<file path="config.mk">
export PLATFORM = sky130hd
export DESIGN_NAME = sat_counter
export DESIGN_NICKNAME = d
export VERILOG_FILES = /design/src/rtl/ber_checker_sat_counter.sv
export SDC_FILE = /design/constraint.sdc
export NUM_CORES = 1
export LEC_CHECK = 0
export ABC_AREA = 1
export ABC_CLOCK_PERIOD_IN_PS = 2500
export CAP_MARGIN = 20
export CORE_UTILIZATION = 43
export DETAILED_ROUTE_END_ITERATION = 8
export PLACE_DENSITY = 0.71
export SLEW_MARGIN = 20
export SYNTH_ARGS = -nofsm -noshare
export SYNTH_HDL_FRONTEND = slang
export SYNTH_SLANG_ARGS = --single-unit
</file>
<file path="constraint.sdc">
create_clock -name clk -period 2.5 [get_ports clk]
set_input_delay 0.625 -clock clk [delete_from_list [all_inputs] [get_ports clk]]
set_output_delay 0.625 -clock clk [all_outputs]
set_load 0.01 [all_outputs]
</file>
<file path="src/rtl/ber_checker_sat_counter.sv">
// Saturating up-counter with synchronous clear; sticks at all-ones.
module sat_counter #(
  parameter int NBITS = 64
) (
  input  logic             clk,
  input  logic             rst,
  input  logic             clear,
  input  logic             en,
  output logic [NBITS-1:0] value,
  output logic             full
);

  assign full = &value;

  // Count on enable, hold once full, clear has priority over counting.
  always_ff @(posedge clk or negedge rst) begin
    if (!rst) begin
      value <= '0;
    end else if (clear) begin
      value <= '0;
    end else if (en && !full) begin
      value <= value + NBITS'(1);
    end
  end

endmodule

</file>
After elaboration in Yosys (flattened, before gate mapping)
Index checks and enable logic that the tools add are counted.
- equal/unequal tests: 0
- shift-type cells: 0
- add/sub/neg operators: 1
- divide/modulo/power cells: 0
- magnitude comparators: 0
- multipliers: 0
- muxes and demuxes: 2
- bitwise operators: 0
- reductions and logical operators: 4
- operator list (cell ; number):
    two-way mux 64 bit ; 2
    adder 64 x 1 -> 64 bit (second input constant) ; 1
    AND reduction 64 bit ; 1
    nonzero test 2 bit ; 1
    logical AND 1 bit ; 1
    zero test 1 bit ; 1
- word-level logic and storage cells: 8
- memories kept: 0
- output and inout port bits: 65
- latch bits: 0
- memory bits (read-only): 0
- RAM bits: 0
- register bits: 64
- input bits: 4

Depth between registers and ports, before layout
Gate-level depths: netlist of run 1.
- word-level depth: 5
- gate-level depth with buffers: 12
- gate-level depth less buffers: 11

Least setup slack after synthesis of run 1
No wires, ideal clock.
- kind: register -> output
- start point: reg value[1]
- end point: out full
- slack: 367 ps
- cell stages (with the launch flop): 8
- arrival time: 1508 ps
- path buffers: 0
- cells stage by stage: dfrtp_1 > ha_1 > nand2_2 > nor2_4 > nand2_2 > nor2_4 > nand3_1 > nor3_1
- longest elaborated chain between the ends: 1
- ends and longest elaborated chain (what ; line ; source):
    start: declaration ; 9 ; output logic [NBITS-1:0] value,
    start signal: assignment ; 22 ; value <= value + NBITS'(1);
    AND reduction 64 bit ; 13 ; assign full = &value;
    end: declaration ; 10 ; output logic full
No other way between the ends.

Worst setup path in the final report of run 1
Same ends and word-level chain as after synthesis.

==> Flow_metrics.wiki, run 1 <==
{| class="wikitable"
! Metric !! Value
|-
| Final worst path period share || around 96%
|-
| RSZ-0062 raised after global routing || false
|-
| Initial cell density of the core || 44.5%
|-
| CTS clk-pin slew, worst paths || ~0.07 ns
|-
| Finished Cell Area || between 0.006 and 0.007 mm²
|-
| Master cell of the clock root buffer || clkbuf_8
|-
| Achievable Freq || about 420 MHz
|-
| Result of the run || complete, no violations
|-
| Detailed-placement wirelength estimate || between 10000 and 15000 µm
|-
| Commonest non-fill, non-tap cell in the layout || nand2_1
|-
| CTS buffer count || 9
|-
| Min cycle time layout || 2.39 ns
|-
| CTS tree || yes
|-
| Synth Register Bits || between 60 and 70
|-
| Max-Cap Viols || 0
|-
| Top cells by area, synth || dfrtp_1, nand2_1, nor2_1
|-
| Insertion delay of the later-clocked pin in the worst-skew pair || 0.37 ns
|-
| Met1 usage || a little under half
|-
| Number of rows in the core area || 37
|-
| Post-detailed-route DRC marker count || 0
|-
| Met3 layer usage reported by global route || approximately 8%
|-
| Number of H-tree branching levels || 3
|-
| Final setup viols || 0
|-
| Die Area || 0.0111 mm²
|-
| ANT cells || 0
|-
| Initial antenna violation count || 0
|-
| Count of different cell masters after synthesis || 28
|-
| Std-Cell Core Area || around 0.010 mm²
|-
| Tot GR Track Use || 33.5%
|-
| PortBufs || 68
|-
| Register bank with the most flops || value
|-
| Worst Tran Pin Value || about 0.50 ns
|-
| Worst Hold Class || input pin to async pin
|-
| Sequential area share after synthesis || around a third
|-
| Area growth from synthesis to final layout || 34.6%
|-
| Req. time, crit path || 1.88 ns
|-
| Worst Hold Slack || between 0.2 and 0.3 ns
|-
| Worst clock skew || ~0.01 ns
|-
| Die width || roughly 110 µm
|-
| Number of nets with antenna violations after detailed routing || 0
|-
| Via count of the first global-routing pass || about 5300
|-
| Top Registers || value x64
|-
| Met2 usage || slightly above 50%
|-
| Nets || a little under 900
|-
| Max FFs per register || 64
|-
| Critical Path AT || approximately 1.8 ns
|-
| Relative max-transition margin || approximately two thirds
|-
| Fill cell instance count of the final layout || between 900 and 1000
|-
| Nets in the synthesized netlist || ~740
|-
| Worst voltage drop across the vdd grid || 316 µV
|-
| Warning count from the yosys run || 0
|-
| Count of hold-fix buffers inserted at cts || 0
|-
| Global routing's busiest layer || met2
|-
| Category of the most critical setup path || flip-flop to output pin
|-
| Dpl cell area || 0.00599 mm²
|-
| Via total after detailed routing || 5372
|-
| Final routed wire length divided by cell count || about 17 µm
|-
| Final hold violation count || 0
|-
| Launch point of the worst path || value[1]
|-
| I/O pins || 69
|-
| Pwr per Cell Area || roughly 330 mW/mm²
|-
| CP Max Fanout || 2
|-
| Startpoint of the worst-slack reg-to-reg timing path || value[0]
|-
| Sinks on the clock net || 64
|-
| Average size of a mapped cell || between 6 and 7 µm²
|-
| Weighted congestion at the end of routability-driven global placement || around 0.94
|-
| Commonest non-fill, non-tap cells in the layout || nand2_1, nor2_1, buf_4
|-
| Final global-route overflow total || 0
|-
| Startpoint types || flip-flop
|-
| Vertical extent of the die || between 100 and 150 µm
|-
| Gate Count Post-Synth || 736
|-
| Post-layout util || between 50 and 60%
|-
| Wire length of the first global-routing pass || 27900 µm
|-
| Maximum number of pins on one net before global-route repair || 65
|-
| Syn Std Cell Area || approximately 0.0046 mm²
|-
| Slew Viols, Final || 0
|-
| Leakage || 2.70 nW
|-
| Drt initial violations || between 400 and 500
|-
| Setup TNS || 0 ns
|-
| Sort of element at the end of the critical path || output pin
|-
| DRT Wirelength || roughly 18000 µm
|-
| Average vias per placed instance || 5.27
|-
| Ratio of cells with drive above 1 in the final layout || ~14%
|-
| Yosys top cell by area || dfrtp_1
|-
| Buffers from clock root to sink, at most || 2
|-
| First drt pass iteration count || 5
|-
| Post-synth top area share || 34.9%
|}
-- cells in the mapped netlist, drive strengths merged --
cell type and count:
o211ai 2, nand3 42, or2 3, xnor2 4, clkinv 1, ha 1
clkbuf 4, and2 1, buf 15, nand2 314, nand3b 3, o21bai 7
a21oi 16, dfrtp 64, xor2 19, nor3 1, nand4 32, nor2 147
inv 47, o21ai 13
-- cell families (layout without fill, tap and decap cells) --
logic type,count (synthesis),count (layout),share of synthesized area [%]
buffers and inverters,67,215,6.67
XOR/XNOR,23,23,4.38
flip-flops,64,64,34.9
AND/OR/NAND/NOR,543,543,48.9
AO/OA/AOI/OAI,38,38,4.87
adder cells (fa/ha/maj),1,1,0.272
-- power by group --
part	total (mW)	internal, mW	switching [mW]	leakage (nW)
combinational	0.124	0.0297	0.0941	1.71
clock	0.859	0.452	0.407	0.0935
sequential	1.04	1.04	0.00168	0.893
total	2.02	1.52	0.503	2.70
-- worst max-delay path, cell delays in order, from the launching register on --
cell	delay, ns
dfrtp_1	0.36
ha_2	0.19
nand2_2	0.08
nor2_4	0.09
nand2_2	0.08
nor2_4	0.12
nand3_2	0.12
nor3_2	0.21
buf_2	0.16
-- repair_timing --
item	CTS	global route
resized for setup	4	6
setup endpoints to repair	1	1
setup buffers	0	0
pin swaps	0	2
-- path summary, 6_finish.rpt --
check	to	slack, ns	depth (start not counted)
max reg2reg	value[42]	0.30	12
min reg2reg	value[8]	0.59	3
min in group clk	value[8]	0.59	3
min	value[30]	0.27	2
max in group asynchronous	value[15]	1.93	2
max	full	0.11	8
-- stage by stage --
stage / setup WS (ns) / power (mW) / cells
5_1_grt: 0.000396 / 2.09 / 1020
3_3_place_gp: 0.0710 / 1.18 / 1007
2_1_floorplan: 0.367 / 1.12 / 736
4_1_cts: 0.00739 / 2.03 / 1020
6_report: 0.111 / 2.02 / 1020
3_5_place_dp: 0.0301 / 1.18 / 1007
-- cell type report --
class	instances	area (µm²)	share of cell area (%)
repair buffers	154	1340	21.7
multi-input cells	605	2710	43.8
well taps	136	170	2.75
inverters	48	185	2.99
flip-flops and latches	64	1600	25.9
clock buffers	13	179	2.89
-- metal layers --
metal	routed length [µm]	part of all wire (%)	vias up
met5	0	0	-
met4	466	2.7	0
met3	1780	10	32
met2	7730	44	247
met1	7550	43	2487
li1	-	-	2606
No activity file was read; power rests on OpenSTA's default activity.
==> run 2, diff against run 1 <==
--- a/config.mk
+++ b/config.mk
@@ -8,9 +8,13 @@
 export ABC_AREA = 1
 export ABC_CLOCK_PERIOD_IN_PS = 2500
 export CAP_MARGIN = 20
+export CELL_PAD_IN_SITES_DETAIL_PLACEMENT = 1
+export CELL_PAD_IN_SITES_GLOBAL_PLACEMENT = 1
 export CORE_UTILIZATION = 43
 export DETAILED_ROUTE_END_ITERATION = 8
-export PLACE_DENSITY = 0.71
+export DONT_BUFFER_PORTS = 1
+export PLACE_DENSITY = 0.83
+export SKIP_LAST_GASP = 1
 export SLEW_MARGIN = 20
 export SYNTH_ARGS = -nofsm -noshare
 export SYNTH_HDL_FRONTEND = slang
==> Flow_metrics.wiki, run 2 (synthesized netlist as in run 1, its figures left out) <==
{| class="wikitable"
! Metric !! Value
|-
| Number of H-tree branching levels || 3 (unchanged)
|-
| PortBufs || 0 (-100%)
|-
| Post-Layout Cell Count || 930 (-8.8%)
|-
| Fill cell instance count of the final layout || 1453 (+47%)
|-
| Critical path destination || full
|-
| Pwr per Cell Area || 396 mW/mm² (+21%)
|-
| Final global-route overflow total || 0 (unchanged)
|-
| Wire length of the first global-routing pass || 28800 µm (+3.1%)
|-
| Startpoint types || flip-flop
|-
| Category of the most critical setup path || flip-flop to output pin
|-
| Achievable Freq || 406 MHz (-3.0%)
|-
| DRT Wirelength || 18200 µm (+3.9%)
|-
| Maximum number of pins on one net before global-route repair || 65 (unchanged)
|-
| I/O pins || 69 (unchanged)
|-
| Register area || 0.00161 mm² (+0.39%)
|-
| Initial antenna violation count || 0 (unchanged)
|-
| Insertion delay of the later-clocked pin in the worst-skew pair || 0.37 ns (about the same)
|-
| Worst Tran Pin Value || 0.501 ns (-0.00348 ns)
|-
| Sort of element at the end of the critical path || output pin
|-
| Total placed cells including tap cells || 908 (-9.8%)
|-
| ANT cells || 0 (unchanged)
|-
| Via total after detailed routing || 5242 (-2.4%)
|-
| FF-to-FF End || value[5]
|-
| CTS buffer count || 9 (unchanged)
|-
| Critical Path AT || 1.84 ns (+0.08 ns)
|-
| Area of the multi-input gates || 0.00270 mm² (-0.18%)
|-
| Worst Hold Class || input pin to async pin
|-
| Total Power || 2.12 mW (+4.6%)
|-
| Startpoint of the worst-slack reg-to-reg timing path || value[0]
|-
| Min cycle time layout || 2.46 ns (+0.0743 ns)
|-
| Die Area || 0.0111 mm² (unchanged)
|-
| Drt initial violations || 413 (-8.2%)
|-
| Finished Cell Area || 0.00534 mm² (-14%)
|-
| Via count of the first global-routing pass || 5355 (+1.8%)
|-
| Area growth from synthesis to final layout || 16.3%
|-
| Register bank with the most flops || value
|-
| Final routed wire length divided by cell count || 19.6 µm (+14%)
|-
| Req. time, crit path || 1.88 ns (about the same)
|-
| Buffers from clock root to sink, at most || 2 (unchanged)
|-
| Number of rows in the core area || 37 (unchanged)
|-
| Top Registers || value x64
|-
| Sinks on the clock net || 64 (unchanged)
|-
| First drt pass iteration count || 5 (unchanged)
|-
| Post-layout util || 51.8% (-8.2 points)
|-
| Nets || 794 (-10%)
|-
| Initial cell density of the core || 44.5% (unchanged)
|-
| Relative max-transition margin || 66.6% (+0.23 points)
|-
| Result of the run || complete, no violations
|-
| Max FFs per register || 64 (unchanged)
|-
| Die width || 105 µm (unchanged)
|-
| Post-detailed-route DRC marker count || 0 (unchanged)
|-
| Commonest non-fill, non-tap cells in the layout || nand2_1, nor2_1, buf_4
|-
| Worst voltage drop across the vdd grid || 267 µV (-16%)
|-
| Worst reg-to-reg path cell count || 12 (unchanged)
|-
| CTS clk-pin slew, worst paths || 0.08 ns (about the same)
|-
| Tot GR Track Use || 34.2% (+0.73 points)
|-
| CTS tree || yes
|-
| Final worst path period share || 98.5% (+3.0 points)
|-
| Number of nets with antenna violations after detailed routing || 0 (unchanged)
|-
| Weighted congestion at the end of routability-driven global placement || 0.962 (+2.3%)
|-
| Final hold violation count || 0 (unchanged)
|-
| Max-Cap Viols || 0 (unchanged)
|-
| Worst clock skew || 0.00930 ns (-0.000973 ns)
|-
| Worst reg2reg setup slack || 0.22 ns (-0.08 ns)
|-
| Ratio of cells with drive above 1 in the final layout || 12.8% (-1.3 points)
|-
| Detailed-placement wirelength estimate || 13400 µm (+1.9%)
|-
| Commonest non-fill, non-tap cell in the layout || nand2_1
|-
| Slew Viols, Final || 0 (unchanged)
|-
| CP Max Fanout || 3 (+1)
|-
| Dpl cell area || 0.00506 mm² (-16%)
|-
| Final setup viols || 0 (unchanged)
|-
| Vertical extent of the die || 105 µm (unchanged)
|-
| Launch point of the worst path || value[0]
|-
| Average vias per placed instance || 5.64 (+7.0%)
|-
| Leakage || 2.34 nW (-13%)
|-
| Master cell of the clock root buffer || clkbuf_8
|-
| Std-Cell Core Area || 0.0103 mm² (unchanged)
|}
run 2: changes by cell type in the layout (fill, tap and decap cells not counted), sizes merged:
cell	previous run	this run
clkdlybuf4s50	66	0
clkinv	1	3
buf	88	61
bufinv	0	1
run 2: worst min-delay path by stage:
stage | endpoint | slack (ns) | cells after the start
5_1_grt | value[15] | 0.16 | 1
2_1_floorplan | value[0] | 0.33 | 0
4_1_cts | value[17] | 0.14 | 1
3_3_place_gp | value[13] | 0.33 | 0
6_report | value[15] | 0.13 | 1
3_5_place_dp | value[12] | 0.33 | 0
run 2: timing repair:
action	4_1_cts	5_1_grt
pin swaps	4	3
hold buffers	1	0
hold endpoints to repair	64	0
gates resized for setup	6	3
setup buffers	2	3
setup endpoints to repair	1	1
run 2: layer usage:
layer,track usage (%),part of all wire [%]
met4,14.5,3.2
met3,6.43,7.6
met1,45.2,43
met5,0,0
met2,54.8,47
run 2: per-stage QoR:
step,TNS [ns],hold slack (ns),setup WS (ns)
2_1_floorplan,0,0.329,0.367
3_3_place_gp,0,0.331,0.314
3_5_place_dp,0,0.332,0.213
4_1_cts,0,0.141,0.00301
5_1_grt,-0.0134,0.163,-0.0134
6_report,0,0.132,0.0365
run 2: layout make-up:
| class | instances | share of cell area (%) |
|---|---|---|
| clock buffers | 13 | 2.97 |
| clock inverters | 3 | 0.749 |
| inverters | 48 | 3.47 |
| multi-input cells | 605 | 50.6 |
| flip-flops and latches | 64 | 30.1 |
| well taps | 136 | 3.18 |
| repair buffers | 61 | 8.94 |
run 2: where the power goes:
group	switching (mW)	leakage, nW	total [mW]	internal, mW
clock network	0.461	0.103	0.974	0.514
logic	0.0790	1.35	0.102	0.0233
registers	0.00229	0.885	1.04	1.04
total	0.542	2.34	2.12	1.57
run 2: worst max-delay path: stages (launching register included):
cell	delay (ns)
dfrtp_1	0.37
ha_2	0.19
nand2_2	0.08
nor2_4	0.13
nand2_2	0.10
nor2_4	0.17
nand3_2	0.11
nor3_2	0.17
buf_4	0.15
==> run 3, diff against run 2 <==
--- a/config.mk
+++ b/config.mk
@@ -6,14 +6,14 @@
 export NUM_CORES = 1
 export LEC_CHECK = 0
 export ABC_AREA = 1
-export ABC_CLOCK_PERIOD_IN_PS = 2500
+export ABC_CLOCK_PERIOD_IN_PS = 3100
 export CAP_MARGIN = 20
 export CELL_PAD_IN_SITES_DETAIL_PLACEMENT = 1
 export CELL_PAD_IN_SITES_GLOBAL_PLACEMENT = 1
-export CORE_UTILIZATION = 43
+export CORE_UTILIZATION = 48
 export DETAILED_ROUTE_END_ITERATION = 8
 export DONT_BUFFER_PORTS = 1
-export PLACE_DENSITY = 0.83
+export PLACE_DENSITY_LB_ADDON = 0.25
 export SKIP_LAST_GASP = 1
 export SLEW_MARGIN = 20
 export SYNTH_ARGS = -nofsm -noshare
==> constraint.sdc (replaced) <==
create_clock -name clk -period 3.1 [get_ports clk]
set_input_delay 0.775 -clock clk [delete_from_list [all_inputs] [get_ports clk]]
set_output_delay 0.775 -clock clk [all_outputs]
set_load 0.01 [all_outputs]
==> Flow_metrics.wiki, run 3 (synthesized netlist as in run 1, its figures left out) <==
{| class="wikitable"
! Metric !! Value
|-
| Buffers from clock root to sink, at most || 2 (unchanged)
|-
| Fill cell instance count of the final layout || 1303 (-10%)
|-
| Area growth from synthesis to final layout || 7.11%
|-
| Cell Chain, Critical Path || nand2_1, nor2_1, nand2_1, nor2_1, nand3_1, nor3_2
|-
| ANT cells || 0 (unchanged)
|-
| Critical Path AT || 2.10 ns (+0.26 ns)
|-
| Worst slack at placement || -0.0447 ns (-0.258 ns)
|-
| Worst clock skew || 0.0155 ns (+0.00622 ns)
|-
| Result of the run || complete, no violations
|-
| Register bank with the most flops || value
|-
| CP peak stage delay || 0.54 ns (+0.17 ns)
|-
| Area of the multi-input gates || 0.00270 mm² (about the same)
|-
| Average vias per placed instance || 5.73 (+1.7%)
|-
| Req. time, crit path || 2.32 ns (+0.44 ns)
|-
| Initial cell density of the core || 49.7% (+5.2 points)
|-
| Count of hold-fix buffers inserted at cts || 0 (-1)
|-
| Std-Cell Core Area || 0.00924 mm² (-10%)
|-
| Via total after detailed routing || 4995 (-4.7%)
|-
| Vertical extent of the die || 99.8 µm (-5.2%)
|-
| Detailed-placement wirelength estimate || 12900 µm (-4.1%)
|-
| CTS tree || yes
|-
| Sinks on the clock net || 64 (unchanged)
|-
| Via count of the first global-routing pass || 5171 (-3.4%)
|-
| Maximum number of pins on one net before global-route repair || 65 (unchanged)
|-
| Initial antenna violation count || 0 (unchanged)
|-
| First drt pass iteration count || 5 (unchanged)
|-
| Wire length of the first global-routing pass || 28000 µm (-2.7%)
|-
| Max FFs per register || 64 (unchanged)
|-
| Die width || 99.8 µm (-5.2%)
|-
| Worst Tran Pin Value || 0.846 ns (+0.345 ns)
|-
| Worst Hold Slack || 0.100 ns (-0.0314 ns)
|-
| Die Area || 0.00997 mm² (-10%)
|-
| Ratio of cells with drive above 1 in the final layout || 5.80% (-7.1 points)
|-
| Top Registers || value x64
|-
| Final global-route overflow total || 0 (unchanged)
|-
| Post-Layout Cell Count || 871 (-6.3%)
|-
| Final worst setup slack || 0.221 ns (+0.185 ns)
|-
| I/O pins || 69 (unchanged)
|-
| Category of the most critical setup path || flip-flop to output pin
|-
| Final setup viols || 0 (unchanged)
|-
| Commonest non-fill, non-tap cells in the layout || nand2_1, nor2_1, dfrtp_1
|-
| PortBufs || 0 (unchanged)
|-
| Dpl cell area || 0.00471 mm² (-6.9%)
|-
| Master cell of the clock root buffer || clkbuf_8
|-
| Total Power || 1.66 mW (-22%)
|-
| Relative max-transition margin || 43.6% (-23 points)
|-
| Number of rows in the core area || 35 (-5.4%)
|-
| Final hold violation count || 0 (unchanged)
|-
| Post-detailed-route DRC marker count || 0 (unchanged)
|-
| Buffering stage count on the worst path with inverters included || 0 (-1)
|-
| Pwr per Cell Area || 337 mW/mm² (-15%)
|-
| Worst Hold Class || input pin to async pin
|-
| Leakage || 2.06 nW (-12%)
|-
| Worst voltage drop across the vdd grid || 191 µV (-28%)
|-
| DRT Wirelength || 17700 µm (-3.0%)
|-
| Tot GR Track Use || 37.5% (+3.3 points)
|-
| RSZ-0062 raised after global routing || false
|-
| Number of H-tree branching levels || 3 (unchanged)
|-
| Drt initial violations || 359 (-13%)
|-
| Register area || 0.00160 mm² (-0.39%)
|-
| Final routed wire length divided by cell count || 20.3 µm (+3.6%)
|-
| CP Max Fanout || 6 (+3)
|-
| CTS buffer count || 9 (unchanged)
|-
| Number of nets with antenna violations after detailed routing || 0 (unchanged)
|-
| Max-Cap Viols || 0 (unchanged)
|-
| Nets || 742 (-6.5%)
|-
| Weighted congestion at the end of routability-driven global placement || 0.973 (+1.1%)
|-
| CP delay by family, top || simple AND/OR/NAND/NOR gates
|-
| Final worst path period share || between 90 and 100%
|-
| Commonest non-fill, non-tap cell in the layout || nand2_1
|-
| Cell at the slowest stage of the critical path || dfrtp_1
|-
| Slew Viols, Final || 0 (unchanged)
|-
| Achievable Freq || about 350 MHz
|-
| Startpoint types || flip-flop
|-
| Insertion delay of the later-clocked pin in the worst-skew pair || 0.36 ns (about the same)
|-
| Sort of element at the end of the critical path || output pin
|-
| CTS clk-pin slew, worst paths || 0.08 ns (about the same)
|-
| Total placed cells including tap cells || 854 (-5.9%)
|-
| Min cycle time layout || ~2.9 ns
|-
| Finished Cell Area || 0.00492 mm² (-7.9%)
|}
-- run 3: report_power, final --
part           total (mW)  internal (mW)  switching (mW)
combinational      0.0547        0.00998          0.0447
clock               0.763          0.392           0.370
sequential          0.840          0.836         0.00407
total                1.66           1.24           0.419
-- run 3: per-stage QoR --
step | util, % | TNS (ns)
global route | 53.3 | 0
finish | 53.3 | 0
CTS | 53.2 | 0
detailed placement | 51.0 | -0.957
global placement | 51.0 | 0
floorplan | - | 0
-- run 3: worst paths after layout --
kind | startpoint | to | slack [ns] | cells past startpoint
worst min-delay path | rst | value[13] | 0.10 | 0
max in group asynchronous | rst | value[35] | 2.84 | 0
worst max-delay path | value[36] | full | 0.22 | 6
worst min register to register | value[1] | value[1] | 0.64 | 2
min in group clk | clear | value[10] | 0.57 | 3
worst max register to register | value[1] | value[43] | 0.24 | 11
-- run 3: routing by layer --
layer / share of wire (%) / up-vias / global-route usage (%)
met5: 0 / - / 0
met4: 2.8 / 0 / 14.1
met3: 7.4 / 34 / 5.43
met2: 46 / 206 / 60.6
met1: 44 / 2427 / 51.1
li1: - / 2328 / -
-- run 3: cell type report --
cell class / instances / share of cell area [%]
multi-input combinational: 606 / 54.9
sequential: 64 / 32.5
inverter: 48 / 3.76
tap: 129 / 3.28
clock buffer: 11 / 2.87
timing repair buffer: 8 / 1.47
clock inverter: 5 / 1.14
-- run 3: what timing repair did --
| item | in CTS | in global routing |
|---|---|---|
| setup buffers | 0 | 0 |
| setup endpoints to repair | 63 | 1 |
| pin swaps | 1 | 0 |
| resized for setup | 0 | 1 |
| gates cloned | 1 | 0 |
